--- config.mk ---
export PLATFORM = sky130hd
export DESIGN_NAME = instr_sequencer
export DESIGN_NICKNAME = d
export VERILOG_FILES = /design/src/rtl/instr_sequencer.sv
export SDC_FILE = /design/constraint.sdc
export NUM_CORES = 1
export LEC_CHECK = 0
export CORE_ASPECT_RATIO = 1.1
export CORE_MARGIN = 5
export CORE_UTILIZATION = 47
export DETAILED_ROUTE_END_ITERATION = 8
export HOLD_SLACK_MARGIN = 0.05
export PLACE_DENSITY = 0.79
export RECOVER_POWER = 25
export SYNTH_ARGS = -nofsm -noshare
export SYNTH_HDL_FRONTEND = slang
export SYNTH_SLANG_ARGS = --single-unit
export TNS_END_PERCENT = 50
--- constraint.sdc ---
create_clock -name clk -period 1.7 [get_ports clk]
set_clock_uncertainty 0.1 [all_clocks]
set_input_delay 0.34 -clock clk [delete_from_list [all_inputs] [get_ports clk]]
set_output_delay 0.34 -clock clk [all_outputs]
set_load 0.02 [all_outputs]
--- src/rtl/instr_sequencer.sv ---
// Multi-cycle Moore sequencer for the 16-bit RISC datapath: fetch, decode dispatch,
// ALU sequencing and LDR/STR memory access, plus a companion invariant checker.
module instr_sequencer #(
  parameter int STATE_W         = 5,
  parameter bit HALT_ON_ILLEGAL = 1'b1
) (
  input  logic       clk,
  input  logic       reset,
  input  logic [2:0] opcode,
  input  logic [1:0] op,
  output logic       reset_pc,
  output logic       load_pc,
  output logic       load_ir,
  output logic       addr_sel,
  output logic       load_addr,
  output logic [1:0] mem_cmd,
  output logic [2:0] nsel,
  output logic [3:0] vsel,
  output logic       write,
  output logic       loada,
  output logic       loadb,
  output logic       loadc,
  output logic       loads,
  output logic       asel,
  output logic       bsel,
  output logic       halted
);

  typedef enum logic [STATE_W-1:0] {
    S_RST, S_IF1, S_IF2, S_UPDATE_PC, S_DECODE, S_MOV_IMM, S_GET_A, S_GET_B,
    S_PASS, S_EXEC, S_WRITE_REG, S_COMPARE, S_ADDR, S_LOAD_ADDR, S_MEM_RD1,
    S_MEM_RD2, S_GET_RD, S_PASS_RD, S_MEM_WR, S_HALT
  } state_t;

  localparam logic [4:0] I_MOV_IMM = 5'b110_10;
  localparam logic [4:0] I_MOV_REG = 5'b110_00;
  localparam logic [4:0] I_ADD     = 5'b101_00;
  localparam logic [4:0] I_CMP     = 5'b101_01;
  localparam logic [4:0] I_AND     = 5'b101_10;
  localparam logic [4:0] I_MVN     = 5'b101_11;
  localparam logic [4:0] I_LDR     = 5'b011_00;
  localparam logic [4:0] I_STR     = 5'b100_00;

  state_t     r_state;
  state_t     w_next;
  logic [4:0] r_instr;
  logic [4:0] w_instr;

  assign w_instr = {opcode, op};

  // Decoder inputs may change after DECODE, so the dispatched instruction is latched there.
  always_ff @(posedge clk) begin
    if (reset) begin
      r_state <= S_RST;
      r_instr <= 5'd0;
    end else begin
      r_state <= w_next;
      if (r_state == S_DECODE) begin
        r_instr <= w_instr;
      end else begin
        r_instr <= r_instr;
      end
    end
  end

  always_comb begin
    w_next = S_HALT;
    case (r_state)
      S_RST:       w_next = S_IF1;
      S_IF1:       w_next = S_IF2;
      S_IF2:       w_next = S_UPDATE_PC;
      S_UPDATE_PC: w_next = S_DECODE;
      S_DECODE: begin
        case (w_instr)
          I_MOV_IMM:                            w_next = S_MOV_IMM;
          I_MOV_REG, I_MVN:                     w_next = S_GET_B;
          I_ADD, I_AND, I_CMP, I_LDR, I_STR:    w_next = S_GET_A;
          default: begin
            if (opcode == 3'b111) begin
              w_next = S_HALT;
            end else if (HALT_ON_ILLEGAL) begin
              w_next = S_HALT;
            end else begin
              w_next = S_IF1;
            end
          end
        endcase
      end
      S_MOV_IMM: w_next = S_IF1;
      S_GET_A: begin
        if ((r_instr == I_LDR) || (r_instr == I_STR)) begin
          w_next = S_ADDR;
        end else begin
          w_next = S_GET_B;
        end
      end
      S_GET_B: begin
        case (r_instr)
          I_MOV_REG: w_next = S_PASS;
          I_CMP:     w_next = S_COMPARE;
          default:   w_next = S_EXEC;
        endcase
      end
      S_PASS:      w_next = S_WRITE_REG;
      S_EXEC:      w_next = S_WRITE_REG;
      S_WRITE_REG: w_next = S_IF1;
      S_COMPARE:   w_next = S_IF1;
      S_ADDR:      w_next = S_LOAD_ADDR;
      S_LOAD_ADDR: begin
        if (r_instr == I_STR) begin
          w_next = S_GET_RD;
        end else begin
          w_next = S_MEM_RD1;
        end
      end
      S_MEM_RD1:   w_next = S_MEM_RD2;
      S_MEM_RD2:   w_next = S_IF1;
      S_GET_RD:    w_next = S_PASS_RD;
      S_PASS_RD:   w_next = S_MEM_WR;
      S_MEM_WR:    w_next = S_IF1;
      S_HALT:      w_next = S_HALT;
      default:     w_next = S_HALT;
    endcase
  end

  // Moore output decode; everything not named for a state stays 0.
  always_comb begin
    reset_pc  = 1'b0;
    load_pc   = 1'b0;
    load_ir   = 1'b0;
    addr_sel  = 1'b0;
    load_addr = 1'b0;
    mem_cmd   = 2'b00;
    nsel      = 3'b000;
    vsel      = 4'b0000;
    write     = 1'b0;
    loada     = 1'b0;
    loadb     = 1'b0;
    loadc     = 1'b0;
    loads     = 1'b0;
    asel      = 1'b0;
    bsel      = 1'b0;
    halted    = 1'b0;
    case (r_state)
      S_RST:       begin reset_pc = 1'b1; load_pc = 1'b1; end
      S_IF1:       begin addr_sel = 1'b1; mem_cmd = 2'b01; end
      S_IF2:       begin addr_sel = 1'b1; mem_cmd = 2'b01; load_ir = 1'b1; end
      S_UPDATE_PC: load_pc = 1'b1;
      S_DECODE:    halted = 1'b0;
      S_MOV_IMM:   begin nsel = 3'b100; vsel = 4'b0100; write = 1'b1; end
      S_GET_A:     begin nsel = 3'b100; loada = 1'b1; end
      S_GET_B:     begin nsel = 3'b001; loadb = 1'b1; end
      S_PASS:      begin asel = 1'b1; loadc = 1'b1; end
      S_EXEC:      loadc = 1'b1;
      S_WRITE_REG: begin nsel = 3'b010; vsel = 4'b0001; write = 1'b1; end
      S_COMPARE:   loads = 1'b1;
      S_ADDR:      begin bsel = 1'b1; loadc = 1'b1; end
      S_LOAD_ADDR: load_addr = 1'b1;
      S_MEM_RD1:   mem_cmd = 2'b01;
      S_MEM_RD2:   begin mem_cmd = 2'b01; nsel = 3'b010; vsel = 4'b1000; write = 1'b1; end
      S_GET_RD:    begin nsel = 3'b010; loadb = 1'b1; end
      S_PASS_RD:   begin asel = 1'b1; loadc = 1'b1; end
      S_MEM_WR:    mem_cmd = 2'b10;
      S_HALT:      halted = 1'b1;
      default:     halted = 1'b0;
    endcase
  end

endmodule


==> impl_results.md, run 1 <==
- Syn avg cell area: 6.65 um2
- Critical Path AT: 1.51 ns
- Post-synth EDFFs: 0
- DR iter-0 viols: between 100 and 150
- Final core utilization: 92.9%
- CTS tree: built
- Clock Sinks: 10
- DR DRC count: 0
- Synth Area in Adders: 0%
- Power per cell area: 1450 nW/um2
- M1 GR Usage: 26.4%
- Max VDD drop: ~1100 uV
- Mean number of vias per cell: ~6.8
- Combinational family with the most area after synthesis: simple AND/OR/NAND/NOR gates
- # setup viols final: 26
- CP max FO: 5
- Root Buffer: clkbuf_4
- Layout cells sized above 1: between 50% and 60%
- Critical Path Max Stage Delay: 0.37 ns
- Largest net degree at the start of global routing: 13
- Failing checks: setup timing
- Met2 usage: about half
- RSZ-0062 raised after global routing: yes
- HP Class: flip-flop to flip-flop
- Post-synthesis compound-gate area fraction: 27.9%
- CTS clk-pin slew, worst paths: 0.07 ns
- GRT Total Usage: 27.4%
- Vias in the first global route: about 1500
- Core area: 2020 um2
- Most frequent cells in the layout: buf_4, nand2_1, nor2_1, buf_6, a21oi_1
- Routed length per instance: 23.5 um
- Hold Slack: 0.440 ns
- CTS Buffer Depth: 2
- Fin. Hold Viols: 0
- Starting Density: about half
- Final worst slack: -0.254 ns
- Peak Freq: 0.512 GHz
- Io pins: 29
- Design Power: 2.71 mW
- Gate power share: 76.9%
- Simple-gate share of the synthesized area: 43.9%
- Clock network power share: 8.5%
- Initial antenna violation count: 0
- Critical path class: flip-flop to primary output
- CP cell instances: buf_6, nor2_4, inv_2, o21ai_2, a22oi_1, nor2_1, buf_4
- Dpl ws: -0.422 ns
- Die width: 53.9 um
- Synth-to-Final Area Change: 88.3%
- Pre-antenna DRT Iters: 5
- Htree depth: 1
- Netlist cell types: 45
- Async set-or-reset flop fraction in the synthesized netlist: 0%
- Clock latency on the worst-skew pair: 0.29 ns
- CP Capture Type: primary output
- Detailed Place HPWL: 2880 um
- Slowest cell on the critical path: dfxtp_4
- Synth Flop Type: dfxtp_1
- Post-Route WL: 5890 um
- Antenna Cells: 0
- Ys Warns: 0
- Vias: 1704
- Sw Pwr: around 1.3 mW
- Syn Inst Count: 150
- Most common cell after layout, fill and taps aside: buf_4
- Final min period: 1.95 ns
- Post-synthesis register bit count: 10
- Leak pwr: around 0.8 nW
- Number of port buffers: 27
- Cts bufs inserted: 3
- Die Height: 58.3 um
- Post-Syn Nets: about 160
- Met3 track demand over resource: roughly 2.3%
- Global route hottest layer: met2
- Routability cong.: ~0.93
- Sw frac: 48.2%
- Outcome: finished, violations left
- First-pass GRT wire length: 6400 um
- Slew Limit Fails: 0
- Routed Antenna Nets: 0
- Sequential share of power: 14.6%
- Mapped cell area: 997 um2
- Type of origin of the critical path: flip-flop
- Mux cell area share after synthesis: 0%
- Sequential area share after synthesis: 20.1%
- Critical Path RT: roughly 1.3 ns
- Die ar.: ~3100 um2
- Num rows: 17
- Nets: 231
- Int Pwr: 1.41 mW
- GR Overflow Total: 0
- Max-cap viol count: 0
- Post-route clock period utilization: 115%
- Xor and xnor area share after synthesis: 0%
repair_timing:
action / 4_1_cts / 5_1_grt
cloned: 0 / 0
gates resized for setup: 133 / 33
hold buffers: 0 / 0
buffers inserted: 3 / 8
pin swaps: 3 / 12
endpoints found under the setup margin: 24 / 25
power by group through the flow:
stage                     Combinational (mW)  Clock [mW]  Sequential [mW]
after global placement                  1.39           0            0.349
after floorplan                        0.799           0            0.308
final                                   2.09       0.230            0.397
after CTS                               1.58       0.232            0.366
after detailed placement                1.43           0            0.355
after global routing                    2.19       0.255            0.399
worst max-delay path, delay by kind of cell (launching register included):
kind | cells | cell delay [ns]
AO/OA/AOI/OAI | 2 | 0.24
AND/OR/NAND/NOR | 2 | 0.26
flip-flops | 1 | 0.37
buffers and inverters | 3 | 0.36
per-stage QoR:
step / std cells / area [um2] / TNS, ns
floorplan: 150 / 1030 / -0.452
global placement: 236 / 1620 / -6.76
detailed placement: 236 / 1620 / -7.84
CTS: 243 / 1700 / -2.04
global route: 251 / 1880 / -5.72
finish: 251 / 1880 / -3.74
sequential cells by signal, summed over array words and instances (netlist names):
name     flops
r_instr      5
r_state      5
kinds of logic (layout without fill, tap and decap cells):
| logic type | Yosys count | in the layout |
|---|---|---|
| AO/OA/AOI/OAI | 46 | 46 |
| buffers and inverters | 16 | 89 |
| flip-flops | 10 | 10 |
| other | 1 | 1 |
| AND/OR/NAND/NOR | 77 | 77 |
metal layers:
layer / part of all wire, % / up-vias
met2: 46 / 200
met4: 7.5 / 0
li1: - / 688
met3: 13 / 58
met1: 34 / 758
met5: 0 / -
area by class of cell:
class,count,area (um2)
fill,71,143
multi-input combinational,124,877
inverter,3,11.3
clock buffer,4,36.3
tap,28,35.0
timing repair buffer,82,699
sequential,10,219
cell usage after synthesis (2+ instances only):
master | instances | area [um2]
nor3_1 | 8 | 40.0
nand2_1 | 18 | 67.6
buf_2 | 8 | 40.0
nor4b_2 | 2 | 30.0
nand3b_1 | 3 | 22.5
a211oi_1 | 2 | 15.0
nor2_1 | 18 | 67.6
o22ai_1 | 3 | 18.8
dfxtp_1 | 10 | 200
a21o_1 | 2 | 15.0
a21oi_1 | 16 | 80.1
buf_4 | 2 | 15.0
nor2b_1 | 3 | 18.8
a31oi_1 | 3 | 18.8
nand3_1 | 3 | 15.0
and2b_1 | 2 | 15.0
o211ai_1 | 2 | 15.0
o21ai_0 | 9 | 45.0
nand2b_1 | 3 | 18.8
o21ai_1 | 2 | 10.0
clkbuf_1 | 3 | 11.3
nor3b_1 | 2 | 15.0
inv_1 | 2 | 7.51
or3_1 | 3 | 18.8
path summary, 6_finish.rpt:
path               from    endpoint  slack [ns]  depth (start not counted)
max          r_state[2]  mem_cmd[0]       -0.25                          7
min          r_instr[4]  r_instr[4]        0.44                          2
max reg2reg  r_instr[2]  r_state[1]       -0.21                          5
min reg2reg  r_instr[4]  r_instr[4]        0.44                          2
Power figures use the tool's default switching activity.
==> run 2, diff against run 1 <==
Settings changed: CORE_UTILIZATION 47 to 41, HOLD_SLACK_MARGIN 0.05 to 0.15, PLACE_DENSITY 0.79 to 0.71.
==> run 2 against run 1 <==
Net effect: the flow still finishes with violations (setup timing); first-iteration DRC count fell by 48%; global-route usage fell by 5.7 points; design area shrank 3.5%; utilization shrank 14 points; power down 14%; register-to-register slack improved by 0.22 ns; wire length fell by 38%; critical path type unchanged; maximum frequency grew 6.2%; final cell count decreased by 1.6%; combinational power decreased by 18%; sequential cell count unchanged.
==> impl_results.md, run 2 (synthesis results as in run 1) <==
- Routed length per instance: 14.7 um (-37%)
- Leak pwr: 0.759 nW (-3.6%)
- GR Overflow Total: 0 (unchanged)
- DR iter-0 viols: 72 (-48%)
- Int Pwr: 1.29 mW (-8.2%)
- DR DRC count: 0 (unchanged)
- RSZ-0062 raised after global routing: yes
- CTS Hold Bufs: 0 (unchanged)
- Worst setup path start: r_state[2]
- Power per cell area: 1290 nW/um2 (-11%)
- Met3 wire length: 233 um (-69%)
- Routed Antenna Nets: 0 (unchanged)
- Vias: 1390 (-18%)
- CP Depth: 7 (unchanged)
- Family with the most delay on the worst path: flip-flops
- Sequential share of power: 16.7% (+2.1 points)
- Clock network power share: 9.5% (+1.0 points)
- Mean number of vias per cell: 5.63 (-17%)
- Critical Path RT: 1.26 ns (about the same)
- Critical Path AT: 1.40 ns (-0.11 ns)
- Hold Slack: 0.406 ns (-0.0347 ns)
- Antenna Cells: 0 (unchanged)
- Met2 wire length: 1890 um (-30%)
- Detailed Place HPWL: 2600 um (-9.6%)
- Post-route met1 wirelength: 1430 um (-29%)
- Die ar.: 3520 um2 (+12%)
- Top sig layer: met4
- Fillers: 159 (+120%)
- Die Height: 61.7 um (+5.9%)
- # setup viols final: 19 (-27%)
- Fin. Hold Viols: 0 (unchanged)
- CTS Buffer Depth: 2 (unchanged)
- Vias in the first global route: 1337 (-8.3%)
- Htree depth: 1 (unchanged)
- Initial antenna violation count: 0 (unchanged)
- Layout cells sized above 1: 53.9% (-1.2 points)
- Most frequent cells in the layout: buf_4, nand2_1, nor2_1
- Clock latency on the worst-skew pair: 0.27 ns (-0.02 ns)
- CP max FO: 6 (+1)
- First-pass GRT wire length: 6000 um (-6.2%)
- Num rows: 18 (+1)
- Io pins: 29 (unchanged)
- Starting Density: 43.4% (-5.9 points)
- Type of origin of the critical path: flip-flop
- Slew Limit Fails: 0 (unchanged)
- Outcome: finished, violations left
- Crit path buf inv count: 3 (unchanged)
- Sw frac: 44.7% (-3.5 points)
- Die width: 57.0 um (+5.7%)
- CTS clk-pin slew, worst paths: 0.07 ns (about the same)
- Failing checks: setup timing
- Core area: 2300 um2 (+14%)
- Routability cong.: 0.890 (-4.2%)
- CP Capture Type: primary output
- Dpl ws: -0.468 ns (-0.0466 ns)
- Pre-antenna DRT Iters: 4 (-1)
- Reg2reg path depth: 7 (+2)
- Crit Reg-Reg Startpoint: r_state[3]
- Hold Crit Depth: 2 (unchanged)
- Max-cap viol count: 0 (unchanged)
- Critical path class: flip-flop to primary output
- HP Start: r_instr[1]
- Max VDD drop: 1210 uV (+15%)
- GRT Total Usage: 21.7% (-5.7 points)
- Sw Pwr: 1.04 mW (-20%)
- Nets: 225 (-2.6%)
- Cts bufs inserted: 3 (unchanged)
- Clock Sinks: 10 (unchanged)
- Most common cell after layout, fill and taps aside: buf_4
- Slowest cell on the critical path: dfxtp_4
- Post-Route WL: 3630 um (-38%)
- HP Class: flip-flop to flip-flop
- Synth-to-Final Area Change: 81.7%
- Number of port buffers: 27 (unchanged)
- Peak Freq: 0.544 GHz (+6.2%)
- Critical Path Max Stage Delay: 0.38 ns (about the same)
- CP cell instances: buf_6, nor2_4, inv_2, o21ai_1, a22oi_1, nor2_1, buf_4
- Final worst slack: -0.139 ns (+0.114 ns)
- Root Buffer: clkbuf_4
- CTS tree: built
- Final min period: 1.84 ns (-0.114 ns)
- Largest registers: r_instr (5), r_state (5)
- Largest net degree at the start of global routing: 10 (-3)
- Post-route clock period utilization: 108% (-6.7 points)
- Gate power share: 73.7% (-3.2 points)
[run 2: per-layer routing]
layer  up-vias  track usage, %
met3        10            3.31
met1       649            22.6
met4         0            10.9
met2        59            42.9
li1        672               -
met5         -               0
[run 2: power groups by stage]
stage          logic (mW)  registers, mW  clock network [mW]
6_report             1.72          0.391               0.222
3_3_place_gp         1.37          0.371                   0
3_5_place_dp         1.39          0.374                   0
4_1_cts              1.58          0.380               0.225
5_1_grt              1.83          0.395               0.232
2_1_floorplan       0.799          0.308                   0
[run 2: area by class of cell]
class,instances,area [um2],area share [%]
multi-input combinational,124,861,47.5
timing repair buffer,76,647,35.7
clock buffer,4,36.3,2.00
sequential,10,219,12.1
inverter,3,11.3,0.622
tap,30,37.5,2.07
[run 2: path summary, 6_finish.rpt]
kind | to | slack, ns
max | mem_cmd[0] | -0.14
min reg2reg | r_instr[1] | 0.41
min | r_instr[1] | 0.41
max reg2reg | r_state[0] | 0.01
[run 2: stage by stage]
stage	power (mW)	area [um2]	std cells	TNS (ns)	utilization (%)
2_1_floorplan	1.11	1030	150	-0.452	-
3_3_place_gp	1.74	1600	236	-7.98	69.8
3_5_place_dp	1.76	1600	236	-8.58	69.8
4_1_cts	2.19	1750	247	-1.08	76.0
5_1_grt	2.46	1810	247	-2.58	78.9
6_report	2.33	1810	247	-1.36	78.9
[run 2: repair_timing]
item                       CTS  global route
pin swaps                   10             4
setup endpoints to repair   23            22
setup buffers                7             0
gates resized for setup    144            19
[run 2: worst register-to-register path, cell delays in order, from the launching register on]
cell and delay, ns:
dfxtp_4 0.39, buf_4 0.17, buf_4 0.16, a21oi_2 0.13, o31ai_1 0.08, a21oi_1 0.13, a211oi_1 0.07, or3_1 0.35
